[src/rtl/mips16_pkg.sv]
// Shared MIPS16 datapath constants: data width, operand-select encodings, selector default.
package mips16_pkg;

    localparam int unsigned DATA_W = 16;

    typedef enum logic [1:0] {
        SEL_RF    = 2'd0,
        SEL_EXMEM = 2'd1,
        SEL_MEMWB = 2'd2,
        SEL_IMM   = 2'd3
    } fwd_sel_e;

    localparam logic [DATA_W-1:0] DEFAULT_DATA = 16'h0000;

    // State bits double as flags: bit0 = main valid, bit1 = skid valid.
    typedef enum logic [1:0] {
        ST_EMPTY = 2'b00,
        ST_ONE   = 2'b01,
        ST_FULL  = 2'b11
    } buf_state_e;

endpackage

[src/rtl/pipe_sel_mux_sel_core.sv]
// Combinational NUM_IN-way selector; out-of-range selects yield DEFAULT_VAL and raise err.
module pipe_sel_mux_sel_core #(
    parameter int unsigned   WIDTH       = 16,
    parameter int unsigned   NUM_IN      = 4,
    parameter int unsigned   SEL_W       = 2,
    parameter logic [WIDTH-1:0] DEFAULT_VAL = '0
) (
    input  logic [NUM_IN*WIDTH-1:0] in_data,
    input  logic [SEL_W-1:0]        sel,
    output logic [WIDTH-1:0]        data_c,
    output logic                    err_c
);

    always_comb begin
        data_c = DEFAULT_VAL;
        err_c  = 1'b1;
        for (int k = 0; k < int'(NUM_IN); k++) begin
            if (sel == SEL_W'(k)) begin
                data_c = in_data[k*WIDTH +: WIDTH];
                err_c  = 1'b0;
            end
        end
    end

endmodule

[src/rtl/pipe_sel_mux.sv]
// Registered N-way selector behind a valid/ready handshake with a 2-entry skid buffer.
module pipe_sel_mux
    import mips16_pkg::*;
#(
    parameter int unsigned      WIDTH       = mips16_pkg::DATA_W,
    parameter int unsigned      NUM_IN      = 4,
    parameter int unsigned      SEL_W       = 2,
    parameter logic [WIDTH-1:0] DEFAULT_VAL = WIDTH'(mips16_pkg::DEFAULT_DATA)
) (
    input  logic                    clk,
    input  logic                    rst,
    input  logic [NUM_IN*WIDTH-1:0] in_data,
    input  logic [SEL_W-1:0]        sel,
    input  logic                    in_valid,
    output logic                    in_ready,
    input  logic                    flush,
    output logic [WIDTH-1:0]        out_data,
    output logic                    out_sel_err,
    output logic                    out_valid,
    input  logic                    out_ready
);

    buf_state_e       state, state_d;
    logic [WIDTH-1:0] skid_data;
    logic             skid_err;
    logic [WIDTH-1:0] sel_data_c;
    logic             sel_err_c;
    logic             acc_c, con_c;
    logic             ld_main_in_c, ld_main_skid_c, ld_skid_c;

    pipe_sel_mux_sel_core #(
        .WIDTH      (WIDTH),
        .NUM_IN     (NUM_IN),
        .SEL_W      (SEL_W),
        .DEFAULT_VAL(DEFAULT_VAL)
    ) u_sel_core (
        .in_data(in_data),
        .sel    (sel),
        .data_c (sel_data_c),
        .err_c  (sel_err_c)
    );

    // Handshake flags come straight from state flops, so in_ready never depends on out_ready.
    assign out_valid = state[0];
    assign in_ready  = ~state[1];
    assign acc_c     = in_valid && in_ready;
    assign con_c     = out_valid && out_ready;

    always_comb begin
        state_d        = state;
        ld_main_in_c   = 1'b0;
        ld_main_skid_c = 1'b0;
        ld_skid_c      = 1'b0;
        if (flush) begin
            state_d = ST_EMPTY;
        end else begin
            unique case (state)
                ST_EMPTY: begin
                    if (acc_c) begin
                        ld_main_in_c = 1'b1;
                        state_d      = ST_ONE;
                    end
                end
                ST_ONE: begin
                    if (acc_c && con_c) begin
                        ld_main_in_c = 1'b1;
                    end else if (acc_c) begin
                        ld_skid_c = 1'b1;
                        state_d   = ST_FULL;
                    end else if (con_c) begin
                        state_d = ST_EMPTY;
                    end
                end
                ST_FULL: begin
                    if (con_c) begin
                        ld_main_skid_c = 1'b1;
                        state_d        = ST_ONE;
                    end
                end
                default: state_d = ST_EMPTY;
            endcase
        end
    end

    always_ff @(posedge clk or posedge rst) begin
        if (rst) begin
            state       <= ST_EMPTY;
            out_data    <= '0;
            out_sel_err <= 1'b0;
            skid_data   <= '0;
            skid_err    <= 1'b0;
        end else begin
            state <= state_d;
            if (ld_main_in_c) begin
                out_data    <= sel_data_c;
                out_sel_err <= sel_err_c;
            end else if (ld_main_skid_c) begin
                out_data    <= skid_data;
                out_sel_err <= skid_err;
            end
            if (ld_skid_c) begin
                skid_data <= sel_data_c;
                skid_err  <= sel_err_c;
            end
        end
    end

endmodule

[config.mk]
export PLATFORM = sky130hd
export DESIGN_NAME = pipe_sel_mux
export DESIGN_NICKNAME = d
export VERILOG_FILES = /design/src/rtl/mips16_pkg.sv /design/src/rtl/pipe_sel_mux_sel_core.sv /design/src/rtl/pipe_sel_mux.sv
export SDC_FILE = /design/constraint.sdc
export NUM_CORES = 1
export LEC_CHECK = 0
export BUFFER_PORTS_ARGS = -buffer_cell sky130_fd_sc_hd__buf_4
export CAP_MARGIN = 20
export CELL_PAD_IN_SITES_DETAIL_PLACEMENT = 0
export CELL_PAD_IN_SITES_GLOBAL_PLACEMENT = 2
export CORE_AREA = 2 2 86 88
export DETAILED_ROUTE_END_ITERATION = 16
export DIE_AREA = 0 0 88 90
export PLACE_DENSITY_LB_ADDON = 0.1
export SLEW_MARGIN = 40
export SYNTH_ARGS = -nofsm -noshare
export SYNTH_HDL_FRONTEND = slang
export SYNTH_SLANG_ARGS = --single-unit
[constraint.sdc]
create_clock -name clk -period 2.2 [get_ports clk]
set_input_delay 0.66 -clock clk [delete_from_list [all_inputs] [get_ports clk]]
set_output_delay 0.66 -clock clk [all_outputs]
set_load 0.01 [all_outputs]
==> results.sh, run 1 <==
export IMPL_fmaxAchievable_mhz=506.6
export IMPL_setup_viol_count_final=0
export IMPL_cts_sinks=36
export IMPL_n_antenna_cell=0
export IMPL_drt_initial_drc_count=50
export IMPL_power_density_mw_per_mm2=949.2
export IMPL_overflow=0
export IMPL_finalMaxSlewViolations=0
export IMPL_cap_violations=0
export IMPL_crit_path_end_kind="flop"
export IMPL_fin_crit_sh=0.8973
export IMPL_cts_resized=0
export IMPL_wl_um=5155
export IMPL_crit_buf_inv=2
export IMPL_multi_input_area_sq_mm=0.001066
export IMPL_path_max_fanout=17
export IMPL_finish_utilization=0.4135
export IMPL_synth_seq_area_share=0.4390
export IMPL_antenna_found_initial=0
export IMPL_cts_setup_buffers=0
export IMPL_wl_per_cell_um=15.48
export IMPL_core_sq_mm=0.007020
export IMPL_clock_latency_ns=0.28
export IMPL_die_area_sq_mm=0.007920
export IMPL_final_nets=308
export IMPL_die_y_um=90
export IMPL_fin_crit_ns=1.974
export IMPL_critPathKind="flop to flop"
export IMPL_cts_max_path_buffers=2
export IMPL_synth_commonest_cells="dfrtp_1, and2_1, a221o_1, mux4_2, mux2_4"
export IMPL_synth_cells=143
export IMPL_ys_top_cells_by_area="dfrtp_1, mux4_2, a221o_1"
export IMPL_ys_seq_elements=36
export IMPL_gp_congestion=0.7226
export IMPL_row_count=31
export IMPL_cts_max_level=2
export IMPL_cts_root_buf="clkbuf_8"
export IMPL_power_switching_share=0.3053
export IMPL_synth_warning_count=0
export IMPL_die_w_um=88
export IMPL_slowest_stage="dfrtp_1"
export IMPL_cts_tree="yes"
export IMPL_crit_chain="inv_1 > ha_1 > nand2_1 > or3_1 > buf_12 > mux2_1"
export IMPL_outcome="finished clean"
export IMPL_critPathArrivalTime_ns=2.13
export IMPL_synthesis_area_sq_mm=0.002052
export IMPL_io_buffers=89
export IMPL_grt_pass1_wl_um=8404
export IMPL_via_per_inst=4.784
export IMPL_setup_tns_ns=0
export IMPL_hp_class="input pin to async pin"
export IMPL_io_pins=90
export IMPL_cp_top_family="simple AND/OR/NAND/NOR gates"
export IMPL_grt_max_degree=37
export IMPL_ant_nets=0
export IMPL_crit_required_ns=2.36
export IMPL_dp_hpwl_um=3853
export IMPL_post_route_drc_count=0
export IMPL_drive_gt1_frac=0.5427
export IMPL_startpoint_type="flop"
export IMPL_yosysTopAreaCellShare=0.4390
export IMPL_rsz0062_at_grt="no"
export IMPL_ff_latch_area_sq_um=900.9
export IMPL_yosysUniqueCellTypes=27
export IMPL_nFillCells=684
export IMPL_synth_flop_cell="dfrtp_1"
export IMPL_async_reset_ff_frac=1.000
export IMPL_slew_headroom=0.5872
export IMPL_clk_pin_slew_ns=0.07
export IMPL_seq_power_share=0.422
export IMPL_p_int_mw=1.914
export IMPL_yosys_area_top_type="dfrtp_1"
export IMPL_area_growth_pct=41.46
export IMPL_hold_violations=0
export IMPL_power_switching_mw=0.8412
export IMPL_syn_area_per_cell_sq_um=14.35
export IMPL_start_util=0.2923
export IMPL_vdd_drop_max_uv=251.5
export IMPL_hold_buffers=0
export IMPL_grt_pass1_vias=1717
export IMPL_track_usage=0.1370
export IMPL_yosysMostFrequentCell="dfrtp_1"
export IMPL_finClkSkew_ns=0.005771
export IMPL_synth_edff_count=0
export IMPL_combPwrFrac=0.404
export IMPL_syn_num_nets=218
export IMPL_critPathMaxStageDelay_ns=0.44
export IMPL_num_vias=1593
export IMPL_p_leak_nw=1.384
export IMPL_cts_made_buffers=5
export IMPL_worstMarginPinSlew_ns=0.6192
export IMPL_dr_pass1_iters=4
export IMPL_clock_power_share=0.174
final timing paths:
path                          start      endpoint  slack, ns  cells past startpoint
hold / removal                  rst   out_sel_err       0.48                      3
min in group clk           skid_err      skid_err       0.49                      1
setup reg to reg           state[1]  skid_data[3]       0.23                      6
setup / recovery           state[1]  skid_data[3]       0.23                      6
max in group asynchronous       rst   out_data[3]       1.39                      3
hold reg to reg            skid_err      skid_err       0.49                      1
kinds of logic (layout without fill, tap and decap cells):
group,after synthesis,count (layout),synth area share
adder cells (fa/ha/maj),4,4,0.02439
XOR/XNOR,1,1,0.004269
AO/OA/AOI/OAI,21,21,0.1000
flip-flops,36,36,0.4390
buffers and inverters,13,104,0.04390
multiplexers,35,35,0.2951
AND/OR/NAND/NOR,33,33,0.09330
registers in the layout, indices dropped and copies added, names as in the netlist:
signal and count:
skid_err 1, out_data 16, state 2, out_sel_err 1, skid_data 16
cell usage in the layout (no fill, tap or decap):
master / n
nand2_1: 1
xnor2_1: 1
inv_1: 3
nand3b_1: 1
a31oi_1: 1
a21o_1: 1
and2_1: 18
a211o_1: 1
buf_12: 1
mux2i_1: 2
mux2_4: 9
nor2b_2: 1
a221o_1: 16
nand3_1: 1
nand2b_1: 2
clkbuf_8: 6
nor3_2: 1
mux2_1: 8
dfrtp_1: 36
nor3_1: 1
or3_1: 1
nor2_1: 5
clkbuf_1: 2
mux4_2: 16
nor2b_1: 1
a22oi_1: 1
a221oi_2: 1
buf_4: 92
ha_1: 4
cell type report:
cell class              instances  area share
flip-flops and latches         36      0.3103
inverters                       3    0.003879
well taps                      99     0.04267
multi-input cells              94      0.3672
repair buffers                 93      0.2448
clock buffers                   8     0.03103
worst min-delay path, cell delays in order:
cell	delay, ns
buf_4	0.11
inv_1	0.04
buf_4	0.39
power by group through the flow:
stage          sequential (mW)  clock (mW)  combinational [mW]
5_1_grt                   1.21       0.532                1.22
3_5_place_dp              1.17           0                1.14
4_1_cts                   1.17       0.496                1.14
2_1_floorplan             1.20           0               0.605
3_3_place_gp              1.16           0                1.11
6_report                  1.16       0.479                1.11
per-stage QoR:
step                instances  hold slack [ns]  setup WS, ns  instance area [sq um]  power, mW
floorplan                 143           0.4528        0.1637                   2052      1.807
global placement          325           0.4691       0.09839                   2813      2.268
detailed placement        325           0.4823       0.07772                   2813      2.311
CTS                       333           0.4948        0.2109                   2903      2.801
global route              333           0.5175        0.1412                   2903      2.960
finish                    333           0.4798        0.2260                   2903      2.755
metal layers:
layer / track usage / vias to the layer above / share of wire / routed length, um
li1: - / 734 / - / -
met1: 0.1755 / 779 / 0.42 / 2174
met2: 0.2247 / 73 / 0.49 / 2505
met3: 0.03765 / 7 / 0.079 / 409
met4: 0.03846 / 0 / 0.013 / 65
met5: 0 / - / 0 / 0
No activity file was read; power rests on OpenSTA's default activity.
==> inputs of run 2 (changes only) <==
--- a/config.mk
+++ b/config.mk
@@ -5,13 +5,14 @@
 export SDC_FILE = /design/constraint.sdc
 export NUM_CORES = 1
 export LEC_CHECK = 0
+export ABC_AREA = 1
 export BUFFER_PORTS_ARGS = -buffer_cell sky130_fd_sc_hd__buf_4
 export CAP_MARGIN = 20
 export CELL_PAD_IN_SITES_DETAIL_PLACEMENT = 0
 export CELL_PAD_IN_SITES_GLOBAL_PLACEMENT = 2
-export CORE_AREA = 2 2 86 88
+export CORE_AREA = 2 2 97 99
 export DETAILED_ROUTE_END_ITERATION = 16
-export DIE_AREA = 0 0 88 90
+export DIE_AREA = 0 0 99 101
 export PLACE_DENSITY_LB_ADDON = 0.1
 export SLEW_MARGIN = 40
 export SYNTH_ARGS = -nofsm -noshare
==> run 2 against run 1 <==
Effect of this change: combinational power grew 11%; first-iteration DRC count grew 150%; maximum frequency grew 11%; design area grew 8.1%; synthesized cell count grew 110%; critical path depth grew 1; largest cell class unchanged; critical endpoint is now skid_data[15]; count of clock-buffer cells in the layout shrank 2; non-clock buffer count grew 5; hold slack gained 0.0037 ns.
==> results.sh, run 2 <==
export IMPL_outcome="finished clean"
export IMPL_synthAdderAreaFrac=0.02183
export IMPL_cts_max_level=2
export IMPL_drive_gt1_frac=0.3491
export IMPL_finalMaxSlewViolations=0
export IMPL_dr_pass1_iters=6
export IMPL_cts_made_buffers=5
export IMPL_crit_path_end_kind="flop"
export IMPL_track_usage=0.1506
export IMPL_hp_class="flop to flop"
export IMPL_finish_utilization=0.3497
export IMPL_seq_power_share=0.402
export IMPL_drt_initial_drc_count=123
export IMPL_power_density_mw_per_mm2=924.8
export IMPL_hold_buffers=0
export IMPL_die_w_um=99
export IMPL_synth_flop_cell="dfrtp_1"
export IMPL_gp_congestion=0.8058
export IMPL_synth_commonest_cells="nand3_1, nand2_1, dfrtp_1"
export IMPL_setup_tns_ns=0
export IMPL_p_int_mw=1.776
export IMPL_synthMuxAreaShare=0
export IMPL_synth_edff_count=0
export IMPL_synth_cells=296
export IMPL_combPwrFrac=0.422
export IMPL_fin_crit_sh=0.8088
export IMPL_synth_simple_area_share=0.5044
export IMPL_die_area_sq_mm=0.009999
export IMPL_critPathKind="flop to flop"
export IMPL_rsz0062_at_grt="no"
export IMPL_power_mw=2.903
export IMPL_die_y_um=101
export IMPL_post_route_drc_count=0
export IMPL_path_max_fanout=12
export IMPL_clk_pin_slew_ns=0.08
export IMPL_overflow=0
export IMPL_yosysUniqueCellTypes=23
export IMPL_power_switching_share=0.3881
export IMPL_setup_viol_count_final=0
export IMPL_cap_violations=0
export IMPL_wl_um=7359
export IMPL_holdWs_ns=0.4836
export IMPL_via_per_inst=4.778
export IMPL_fin_crit_ns=1.779
export IMPL_worstMarginPinSlew_ns=0.6446
export IMPL_n_antenna_cell=0
export IMPL_cts_sinks=36
export IMPL_synth_xor_area_share=0
export IMPL_yosysTopAreaCellShare=0.3930
export IMPL_fmaxAchievable_mhz=562.0
export IMPL_dp_hpwl_um=5360
export IMPL_p_leak_nw=1.554
export IMPL_finClkSkew_ns=0.006903
export IMPL_antenna_found_initial=0
export IMPL_startpoint_type="flop"
export IMPL_yosys_area_top_type="dfrtp_1"
export IMPL_top_regs="out_data: 16 flops, skid_data: 16 flops, state: 2 flops"
export IMPL_synth_top_family_by_area="simple AND/OR/NAND/NOR gates"
export IMPL_async_reset_ff_frac=1.000
export IMPL_synth_compound_area_share=0.002183
export IMPL_syn_num_nets=371
export IMPL_critPathArrivalTime_ns=2.01
export IMPL_yosysMostFrequentCell="nand3_1"
export IMPL_wl_per_cell_um=14.96
export IMPL_slew_headroom=0.5698
export IMPL_cts_root_buf="clkbuf_8"
export IMPL_final_nets=455
export IMPL_cts_resized=0
export IMPL_io_buffers=89
export IMPL_vdd_drop_max_uv=282.3
export IMPL_final_cell_mix="buf_4, nand3_1, nand2_1"
export IMPL_synthesis_area_sq_mm=0.002292
export IMPL_grt_pass1_wl_um=12040
export IMPL_cts_max_path_buffers=2
export IMPL_grt_max_degree=37
export IMPL_syn_area_per_cell_sq_um=7.744
export IMPL_cts_setup_buffers=0
export IMPL_grt_pass1_vias=2320
export IMPL_final_common_cell="buf_4"
export IMPL_crit_required_ns=2.43
export IMPL_io_pins=90
export IMPL_ys_top_cells_by_area="dfrtp_1, nand3_1, nand2_1"
export IMPL_ys_seq_elements=36
export IMPL_core_sq_mm=0.008977
export IMPL_hold_violations=0
export IMPL_clock_power_share=0.176
export IMPL_power_switching_mw=1.127
export IMPL_start_util=0.2553
export IMPL_area_growth_pct=36.95
export IMPL_ant_nets=0
export IMPL_synth_seq_area_share=0.3930
export IMPL_row_count=35
export IMPL_cts_tree="yes"
export IMPL_synth_warning_count=0
export IMPL_clock_latency_ns=0.29
export IMPL_num_vias=2351
## run 2: changes by cell type in the layout (fill, tap and decap cells not counted), moves of 10 or more
cell	delta
and2_1	-18
nand4_1	+32
nand3_2	+10
nand3_1	+89
mux4_2	-16
a221o_1	-16
nand2_1	+75
## run 2: layer usage
metal / up-vias / routed length, um / GRT usage / share of wire
li1: 1197 / - / - / -
met1: 1054 / 3660 / 0.2229 / 0.50
met2: 93 / 3048 / 0.2178 / 0.41
met3: 7 / 560 / 0.03814 / 0.076
met4: 0 / 89 / 0.03793 / 0.012
met5: - / 0 / 0 / 0
## run 2: layout make-up
type	count	area (sq um)
clock inverter	2	15.01
fill	950	5838
inverter	14	55.05
sequential	36	900.9
multi-input combinational	225	1211
timing repair buffer	98	735.7
tap	111	138.9
clock buffer	6	82.58
## run 2: path summary, 6_finish.rpt
path                               start  slack, ns       endpoint  cells past startpoint
hold / removal             skid_data[14]       0.48  skid_data[14]                      2
min in group asynchronous            rst       0.49   out_data[15]                      3
max in group asynchronous            rst       1.38    out_data[0]                      3
setup / recovery                state[1]       0.42  skid_data[15]                      7
setup reg to reg                state[1]       0.42  skid_data[15]                      7
hold reg to reg            skid_data[14]       0.48  skid_data[14]                      2
## run 2: power groups by stage
stage / Sequential [mW] / Clock, mW / Combinational [mW]
after floorplan: 1.21 / 0 / 0.673
after global placement: 1.18 / 0 / 1.23
after detailed placement: 1.18 / 0 / 1.24
after CTS: 1.17 / 0.528 / 1.25
after global routing: 1.21 / 0.561 / 1.38
final: 1.17 / 0.510 / 1.23
## run 2: kinds of logic after synthesis
family | after synthesis
AOI/OAI and AO/OA | 1
adders and majority gates | 4
buffers and inverters | 35
DFF | 36
and+or+nand+nor | 220
## run 2: through the flow
stage / setup slack, ns / cells / cell area [sq um]
floorplan: 0.5426 / 296 / 2292
global placement: 0.2774 / 484 / 3042
detailed placement: 0.2811 / 484 / 3042
CTS: 0.3803 / 492 / 3139
global route: 0.2201 / 492 / 3139
finish: 0.4206 / 492 / 3139
## run 2: worst max-delay path: stages (launching register included)
cell and delay [ns]:
dfrtp_1 0.47, inv_2 0.13, ha_1 0.27, nand3_2 0.15, nor3_4 0.30, buf_4 0.28
nand2_1 0.08, nand2_1 0.06
